===== config.mk =====
export PLATFORM = sky130hd
export DESIGN_NAME = fifo_rd_adapter_flat
export DESIGN_NICKNAME = d
export VERILOG_FILES = /design/src/rtl/fifo_rd_adapter_pkg.sv /design/src/rtl/fifo_rd_adapter_if.sv /design/src/rtl/fifo_rd_adapter_skid_buf2.sv /design/src/rtl/fifo_rd_adapter.sv /design/src/flat_wrapper.sv
export SDC_FILE = /design/constraint.sdc
export NUM_CORES = 1
export LEC_CHECK = 0
export BUFFER_PORTS_ARGS = -buffer_cell sky130_fd_sc_hd__buf_2
export CAP_MARGIN = 20
export CELL_PAD_IN_SITES_DETAIL_PLACEMENT = 1
export CELL_PAD_IN_SITES_GLOBAL_PLACEMENT = 2
export CORE_UTILIZATION = 35
export CTS_CLUSTER_DIAMETER = 120
export DETAILED_ROUTE_END_ITERATION = 7
export GPL_TIMING_DRIVEN = 1
export PLACE_DENSITY = 0.76
export SETUP_SLACK_MARGIN = 0.05
export SLEW_MARGIN = 20
export SYNTH_ARGS = -nofsm -noshare
export SYNTH_HDL_FRONTEND = slang
export SYNTH_SLANG_ARGS = --single-unit

===== constraint.sdc =====
create_clock -name clk -period 3.25 [get_ports clk]
set_input_delay 0.65 -clock clk [delete_from_list [all_inputs] [get_ports clk]]
set_output_delay 0.65 -clock clk [all_outputs]
set_load 0.02 [all_outputs]

===== src/rtl/fifo_rd_adapter_pkg.sv =====
// Shared defaults and types for the FIFO read-side stream adapter.
package fifo_rd_pkg;
  localparam int DATA_W_DEF = 8;
  localparam int CNT_W_DEF  = 16;
  localparam int BUF_DEPTH  = 2;
  typedef logic [DATA_W_DEF-1:0] word_t;
endpackage


===== src/rtl/fifo_rd_adapter_if.sv =====
// FIFO read port plus outgoing valid/ready stream, bundled for the adapter.
interface fifo_rd_adapter_if
  import fifo_rd_pkg::*;
#(
  parameter int DATA_W = DATA_W_DEF,
  parameter int CNT_W  = CNT_W_DEF
);
  logic              fifo_empty;
  logic              fifo_rd;
  logic [DATA_W-1:0] fifo_dout;
  logic              m_valid;
  logic              m_ready;
  logic [DATA_W-1:0] m_data;
  logic [CNT_W-1:0]  pop_cnt;

  modport master (
    input  fifo_empty, fifo_dout, m_ready,
    output fifo_rd, m_valid, m_data, pop_cnt
  );

  modport slave (
    output fifo_empty, fifo_dout, m_ready,
    input  fifo_rd, m_valid, m_data, pop_cnt
  );
endinterface


===== src/rtl/fifo_rd_adapter_skid_buf2.sv =====
// Two-entry ring buffer: write at tail, read at head, occupancy 0..2.
module skid_buf2
  import fifo_rd_pkg::*;
#(
  parameter int DATA_W = DATA_W_DEF
) (
  input  logic              clk,
  input  logic              rst,
  input  logic              wr_en_i,
  input  logic [DATA_W-1:0] wdata_i,
  input  logic              rd_en_i,
  output logic [DATA_W-1:0] rdata_o,
  output logic [1:0]        occ_o
);
  logic [DATA_W-1:0] mem_q [BUF_DEPTH];
  logic              head_q, tail_q;
  logic [1:0]        occ_q, occ_d;

  always_comb begin
    occ_d = occ_q;
    case ({wr_en_i, rd_en_i})
      2'b10:   occ_d = occ_q + 2'd1;
      2'b01:   occ_d = occ_q - 2'd1;
      default: occ_d = occ_q;
    endcase
  end

  always_ff @(posedge clk or negedge rst) begin
    if (!rst) begin
      for (int i = 0; i < BUF_DEPTH; i++) mem_q[i] <= '0;
      head_q <= 1'b0;
      tail_q <= 1'b0;
      occ_q  <= 2'd0;
    end else begin
      if (wr_en_i) begin
        mem_q[tail_q] <= wdata_i;
        tail_q        <= ~tail_q;
      end
      if (rd_en_i) head_q <= ~head_q;
      occ_q <= occ_d;
    end
  end

  assign rdata_o = mem_q[head_q];
  assign occ_o   = occ_q;
endmodule


===== src/rtl/fifo_rd_adapter.sv =====
// Turns the FIFO's rd/data_out/empty port into a valid/ready stream,
// covering the one-cycle read latency with a 2-entry skid buffer.
module fifo_rd_adapter
  import fifo_rd_pkg::*;
#(
  parameter int DATA_W = DATA_W_DEF,
  parameter int CNT_W  = CNT_W_DEF
) (
  input  logic                clk,
  input  logic                rst,
  fifo_rd_adapter_if.master   bus
);
  logic              inflight_q;
  logic [CNT_W-1:0]  pop_cnt_q, pop_cnt_d;
  logic [1:0]        occ;
  logic [DATA_W-1:0] rdata;
  logic              pop, rd;
  logic [2:0]        credit;

  assign pop = bus.m_valid && bus.m_ready;

  // Slots committed after this edge: pop implies occ>=1, so no underflow.
  // Gating with rst keeps the strobe low for the whole reset window.
  assign credit = {1'b0, occ} + {2'b00, inflight_q} - {2'b00, pop};
  assign rd     = rst && !bus.fifo_empty && (credit < 3'd2);

  assign pop_cnt_d = pop ? pop_cnt_q + {{(CNT_W-1){1'b0}}, 1'b1} : pop_cnt_q;

  always_ff @(posedge clk or negedge rst) begin
    if (!rst) begin
      inflight_q <= 1'b0;
      pop_cnt_q  <= '0;
    end else begin
      inflight_q <= rd;
      pop_cnt_q  <= pop_cnt_d;
    end
  end

  skid_buf2 #(.DATA_W(DATA_W)) u_buf (
    .clk     (clk),
    .rst     (rst),
    .wr_en_i (inflight_q),
    .wdata_i (bus.fifo_dout),
    .rd_en_i (pop),
    .rdata_o (rdata),
    .occ_o   (occ)
  );

  assign bus.fifo_rd = rd;
  assign bus.m_valid = (occ != 2'd0);
  assign bus.m_data  = rdata;
  assign bus.pop_cnt = pop_cnt_q;
endmodule

===== src/flat_wrapper.sv =====
// flat-port wrapper written by rule: the top's interface ports become plain ports
module fifo_rd_adapter_flat import fifo_rd_pkg::*;
#(
  parameter int DATA_W = DATA_W_DEF,
  parameter int CNT_W  = CNT_W_DEF
)
  (clk, rst, bus_fifo_empty, bus_fifo_dout, bus_m_ready, bus_fifo_rd, bus_m_valid, bus_m_data, bus_pop_cnt);
  fifo_rd_adapter_if #(.DATA_W(DATA_W), .CNT_W(CNT_W)) bus_i ();
  input  logic clk;
  input  logic rst;
  input wire logic [$bits(bus_i.fifo_empty)-1:0] bus_fifo_empty;
  input wire logic [$bits(bus_i.fifo_dout)-1:0] bus_fifo_dout;
  input wire logic [$bits(bus_i.m_ready)-1:0] bus_m_ready;
  output wire logic [$bits(bus_i.fifo_rd)-1:0] bus_fifo_rd;
  output wire logic [$bits(bus_i.m_valid)-1:0] bus_m_valid;
  output wire logic [$bits(bus_i.m_data)-1:0] bus_m_data;
  output wire logic [$bits(bus_i.pop_cnt)-1:0] bus_pop_cnt;
  assign bus_i.fifo_empty = bus_fifo_empty;
  assign bus_i.fifo_dout = bus_fifo_dout;
  assign bus_i.m_ready = bus_m_ready;
  assign bus_fifo_rd = bus_i.fifo_rd;
  assign bus_m_valid = bus_i.m_valid;
  assign bus_m_data = bus_i.m_data;
  assign bus_pop_cnt = bus_i.pop_cnt;
  fifo_rd_adapter #(.DATA_W(DATA_W), .CNT_W(CNT_W)) u_core (.clk(clk), .rst(rst), .bus(bus_i));
endmodule

## Yosys cells after proc, flatten, opt, wreduce, memory -nomap -nowiden

Index checks and enable logic that the tools add are counted.

- Logic and storage cells: 36
- Bits in registers: 37
- Output and inout port bits: 26
- Input port bits: 12

- Multiplexer cells: 7
- Add/sub/neg operators: 5
- Magnitude comparators: 4
- Equality and inequality tests: 2
- Bitwise gates (word level): 4
- Reductions and logical operators: 7

Operators with widths:

| kind | number |
|---|---|
| $mux W8 | 4 |
| $add A16 B1 Y16 const B | 1 |
| $bwmux W16 | 1 |
| $demux W8 S1 | 1 |
| $ge A2 B2 Y1 const B | 2 |
| $logic_and A1 B1 Y1 | 4 |
| $not A1 Y2 | 2 |
| $pmux W2 S2 | 1 |
| $reduce_bool A2 Y1 | 2 |
| $add A2 B1 Y3 | 1 |
| $lt A3 B2 Y1 const B | 1 |
| $sub A3 B1 Y3 | 1 |
| $add A2 B1 Y2 const B | 1 |
| $eq A2 B1 Y1 const B | 1 |
| $eq A2 B2 Y1 const B | 1 |
| $lt A2 B1 Y1 const B | 1 |
| $not A1 Y1 | 2 |
| $sub A2 B1 Y2 const B | 1 |
| $logic_not A1 Y1 | 1 |

## Longest topological paths before layout

- Depth in word-level cells: 6
- Mapped depth: 8

## Modules after synthesis

Synthesis repeated with hierarchy kept, for this count alone.

- Cell total of the unflattened synthesis: 129
- Area total of the unflattened synthesis: 1677.9 um^2

By module, submodules not included:

| module | cells an instance | instances | seq. area each (um^2) | area an instance (um^2) |
|---|---|---|---|---|
| skid_buf2 | 55 | 1 | 500.5 | 857.1 |
| fifo_rd_adapter | 74 | 1 | 425.4 | 820.8 |

## Worst setup path after synthesis

Ideal clock, no wire load.

- Path kind: flip-flop to output port
- Start point: register u_core.u_buf.occ_q[1], in the netlist u_core.u_buf.occ_o[1]
- End point: output port bus_fifo_rd
- Slack: 0.116 ns
- Data required time: 2.600 ns
- Cell stages (with the launch flop): 9
- Arrival time: 2.484 ns
- Cell sequence: dfrtp_1 > or2_4 > nand2_2 > inv_4 > ha_1 > or2b_1 > fa_1 > xor2_1 > nor3_1

- Longest elaborated chain between the ends: 5
- Elaborated cells between the ends (all ways): 6
- Classes of those cells: add/sub: 2; order compare: 1; reduce/logical: 3

Ends and longest elaborated chain:

| element | RTL line | source |
|---|---|---|
| start, declared | fifo_rd_adapter_skid_buf2.sv:17 | `logic [1:0] occ_q, occ_d;` |
| start signal, assigned | fifo_rd_adapter_skid_buf2.sv:33 | `occ_q <= 2'd0;` |
| start signal, assigned | fifo_rd_adapter_skid_buf2.sv:40 | `occ_q <= occ_d;` |
| $reduce_bool A2 Y1 | fifo_rd_adapter.sv:50 | `assign bus.m_valid = (occ != 2'd0);` |
| via bus_m_valid | flat_wrapper.sv:15 | `output wire logic [$bits(bus_i.m_valid)-1:0] bus_m_valid;` |
| $logic_and A1 B1 Y1 | fifo_rd_adapter.sv:20 | `assign pop = bus.m_valid && bus.m_ready;` |
| via u_core.pop | fifo_rd_adapter.sv:17 | `logic pop, rd;` |
| $sub A3 B1 Y3 | fifo_rd_adapter.sv:24 | `assign credit = {1'b0, occ} + {2'b00, inflight_q} - {2'b00, pop};` |
| $lt A3 B2 Y1 | fifo_rd_adapter.sv:25 | `assign rd = rst && !bus.fifo_empty && (credit < 3'd2);` |
| $logic_and A1 B1 Y1 | fifo_rd_adapter.sv:25 |  |
| end, declared | flat_wrapper.sv:14 | `output wire logic [$bits(bus_i.fifo_rd)-1:0] bus_fifo_rd;` |

The timed path passes the listed nets, and every way through them passes these cells.

## Final worst setup path

- Start point: register u_core.u_buf.occ_q[1], in the netlist u_core.u_buf.occ_o[1]
- End point: output port bus_fifo_rd

- Longest elaborated chain between the ends: 5
- Elaborated cells between the ends (all ways): 6
- Classes of those cells: add/sub: 2; order compare: 1; reduce/logical: 3

Ends and longest elaborated chain:

| element | RTL line |
|---|---|
| $reduce_bool A2 Y1 | fifo_rd_adapter.sv:50 |
| $logic_and A1 B1 Y1 | fifo_rd_adapter.sv:20 |
| via u_core.pop | fifo_rd_adapter.sv:17 |
| $sub A3 B1 Y3 | fifo_rd_adapter.sv:24 |
| $lt A3 B2 Y1 | fifo_rd_adapter.sv:25 |
| $logic_and A1 B1 Y1 | fifo_rd_adapter.sv:25 |

The timed path passes the listed nets, and every way through them passes these cells.

==> results by group <==
Status
  – Run status: finished, violations left
  – Failing checks: design-rule violations

GRT
  – Overflow after GRT: 0
  – Number of global-route vias before repair: about 1,200
  – Initial antenna violation count: 0
  – Largest net degree at the start of global routing: 38
  – GRT Util Overall: 15.7%
  – First-pass GRT wire length: just under 6000 um

Logic synthesis
  – Mean post-synth cell area: approximately 13 um2
  – Seq/Total Area, Yosys: between 50% and 60%
  – Syn Inst Count: ~120
  – Mapped Area: ~1700 um2
  – Synth warnings: 0
  – Yosys reg bits: 37
  – Synth cell types: 23
  – Syn Nets: 140

Worst setup path
  – CP max FO: 5
  – Type of the worst setup path: flip-flop to primary output
  – Critical path launch point type: flip-flop
  – Arrival @ worst endpoint: 2510 ps
  – WP data required: 2600 ps
  – Crit. End Element: primary output

STA
  – Hold violation count in the final report: 0
  – # setup viols final: 0
  – Slew @ Worst Pin: around 480 ps
  – Slew Viols, Final: 0
  – Skew final: just under 10 ps
  – Rel. slew slack: just under 70%
  – Fin crit share: 97.3%
  – RSZ-0062 raised after global routing: true
  – Peak Freq: 316 MHz
  – Fin crit period: between 3000 and 4000 ps
  – Worst hold slack: approximately 470 ps

CTS
  – Hold-fix buffer count after cts: 0
  – Clock buffer depth: 2
  – H-tree levels: 2
  – Cts bufs inserted: 5
  – Root buffer cell: clkbuf_8
  – Worst-path clk slew: 80 ps
  – Clock latency at the later pin of the worst-skew pair: around 300 ps
  – Clock sink count: 37
  – CTS tree: done

Cells and area
  – Fillcell total: between 400 and 500
  – Commonest non-fill, non-tap cells in the layout: dfrtp_1, buf_2, mux2_2
  – Fin area: roughly 2100 um2
  – Register area: roughly 930 um2
  – Fraction of layout cells with a size suffix above 1: about half
  – Final nets: 192
  – Commonest non-fill, non-tap cell in the layout: dfrtp_1
  – Final std cells w/o fill: 229
  – Area Overhead vs Synth: 28.4%
  – Multi-input gate area: 758 um2
  – # diodes: 0

Routing
  – Met1 Routed Length: between 1500 and 2000 um
  – DR vias/cell: 4.87
  – DRT Pass-1 Iters: 8
  – Top Layer Used: met4
  – Drt total wl: about 3600 um
  – Met2 Routed Length: about 1700 um
  – Wire per inst: around 16 um
  – Initial DRC Count: 60
  – # DRC: 3
  – Final ANT Viol Nets: 0
  – Met3 wire length: between 150 and 200 um
  – DR vias: 1,115

Placement
  – DP HPWL: about 2600 um
  – Gp weighted congestion: 0.730
  – Number of I/O port buffers: 37
  – Placed insts: 215
  – DP Area: roughly 1900 um2

Floorplanning
  – Row count: 24
  – Die width: ~71 um
  – Die Ht: 71.0 um
  – Die area: slightly above 5000 um2
  – Boundary Pins: 38
  – Core box area: around 4500 um2
  – Initial core utilization: between 30% and 40%

Job
  – Max-Cap Viols: 0

Power and ir drop
  – Leak: between 1 and 1.5 nW
  – Design Power: around 2.1 mW
  – PwrDens: roughly 1000 nW/um2
  – Peak VDD IR: ~0.44 mV

Hold path
  – Min-Delay Path Class: input port to async pin
path summary, 6_finish.rpt:
path | start | endpoint | slack (ps) | cells past startpoint
setup / recovery | u_core.u_buf.occ_o[1]$_DFFE_PN0N_ | bus_fifo_rd | 90 | 9
hold / removal | rst | u_core.u_buf.mem_q[15]$_DFFE_PN0P_ | 470 | 2
setup reg to reg | u_core.u_buf.occ_o[1]$_DFFE_PN0N_ | u_core.inflight_q$_DFF_PN0_ | 990 | 9
hold reg to reg | u_core.bus.pop_cnt[15]$_DFFE_PN0P_ | u_core.bus.pop_cnt[15]$_DFFE_PN0P_ | 470 | 1
max in group asynchronous | rst | u_core.u_buf.head_q$_DFFE_PN0P_ | 2440 | 2
min in group clk | u_core.bus.pop_cnt[15]$_DFFE_PN0P_ | u_core.bus.pop_cnt[15]$_DFFE_PN0P_ | 470 | 1
where the power goes:
group          switching (mW)  total, mW  internal (mW)  leakage (nW)
clock network           0.163      0.413          0.250        0.0585
registers               0.146      0.776          0.631         0.466
logic                   0.455      0.891          0.436         0.530
total                   0.763       2.08           1.32          1.05
per-stage QoR:
| step | setup TNS (ps) | setup WS, ps | utilization [%] |
|---|---|---|---|
| floorplan | 0 | 116 | - |
| CTS | 0 | 67.3 | 46.5 |
| detailed placement | 0 | 86.4 | 43.2 |
| global route | -8.41 | -8.41 | 47.8 |
| global placement | 0 | 220 | 43.2 |
| finish | 0 | 87.4 | 47.8 |
Yosys cell counts:
cell type / n / area share [%]
nand4_1: 4 / 1.5
dfrtp_1: 37 / 56
nor2_2: 1 / 0.38
or2b_1: 1 / 0.45
inv_4: 1 / 0.38
xor2_1: 11 / 5.8
nand3_1: 4 / 1.2
and3_4: 1 / 0.68
nor3_1: 2 / 0.60
clkbuf_1: 1 / 0.23
nor2_1: 3 / 0.68
ha_1: 3 / 2.3
nor4_4: 1 / 1.3
o211ai_2: 1 / 0.75
inv_1: 1 / 0.23
xnor2_1: 10 / 5.3
nand2_1: 10 / 2.3
nand2_2: 1 / 0.38
nor3_2: 1 / 0.60
fa_1: 1 / 1.2
and3_1: 4 / 1.5
mux2_2: 24 / 16
or2_4: 1 / 0.53
what timing repair did:
action | in CTS | in global routing
pin swaps | 1 | 6
buffers inserted | 1 | 5
hold endpoints to repair | 0 | 0
endpoints found under the setup margin | 1 | 1
gates resized for setup | 4 | 5
cloned | 0 | 0
sequential cells by signal, indices dropped and copies added (netlist names):
| register | cells |
|---|---|
| u_core.u_buf.tail_q | 1 |
| u_core.u_buf.head_q | 1 |
| u_core.bus.pop_cnt | 16 |
| u_core.u_buf.mem_q | 16 |
| u_core.u_buf.occ_o | 2 |
| u_core.inflight_q | 1 |
final cells by class:
| cell class | count | share of cell area, % |
|---|---|---|
| multi-input cells | 84 | 35.5 |
| well taps | 52 | 3.04 |
| clock inverters | 1 | 1.41 |
| repair buffers | 46 | 12.1 |
| flip-flops and latches | 37 | 43.3 |
| clock buffers | 7 | 4.04 |
| inverters | 2 | 0.585 |
metal layers:
metal	track usage (%)	vias to the layer above
li1	-	528
met1	21.2	555
met2	23.4	26
met3	5.13	6
met4	6.67	0
met5	0	-
cells by family (layout without fill, tap and decap cells):
group	after synthesis	count (layout)	share of synthesized area [%]
AOI/OAI and AO/OA	1	1	0.752
xor gates and xnor gates	21	21	11.1
adders and majority gates	4	4	3.46
buffers and inverters	3	56	0.827
DFF	37	37	55.6
muxes	24	24	16.2
and+or+nand+nor	34	34	12.0
critical path: stages (launching register included):
cell and delay (ps):
dfrtp_1 380, or2_4 270, nand2_4 80, inv_6 40
ha_4 200, or2b_1 250, fa_2 580, nand2_2 60
nor3_4 190, buf_6 140
(Power assumes the default switching activity.)
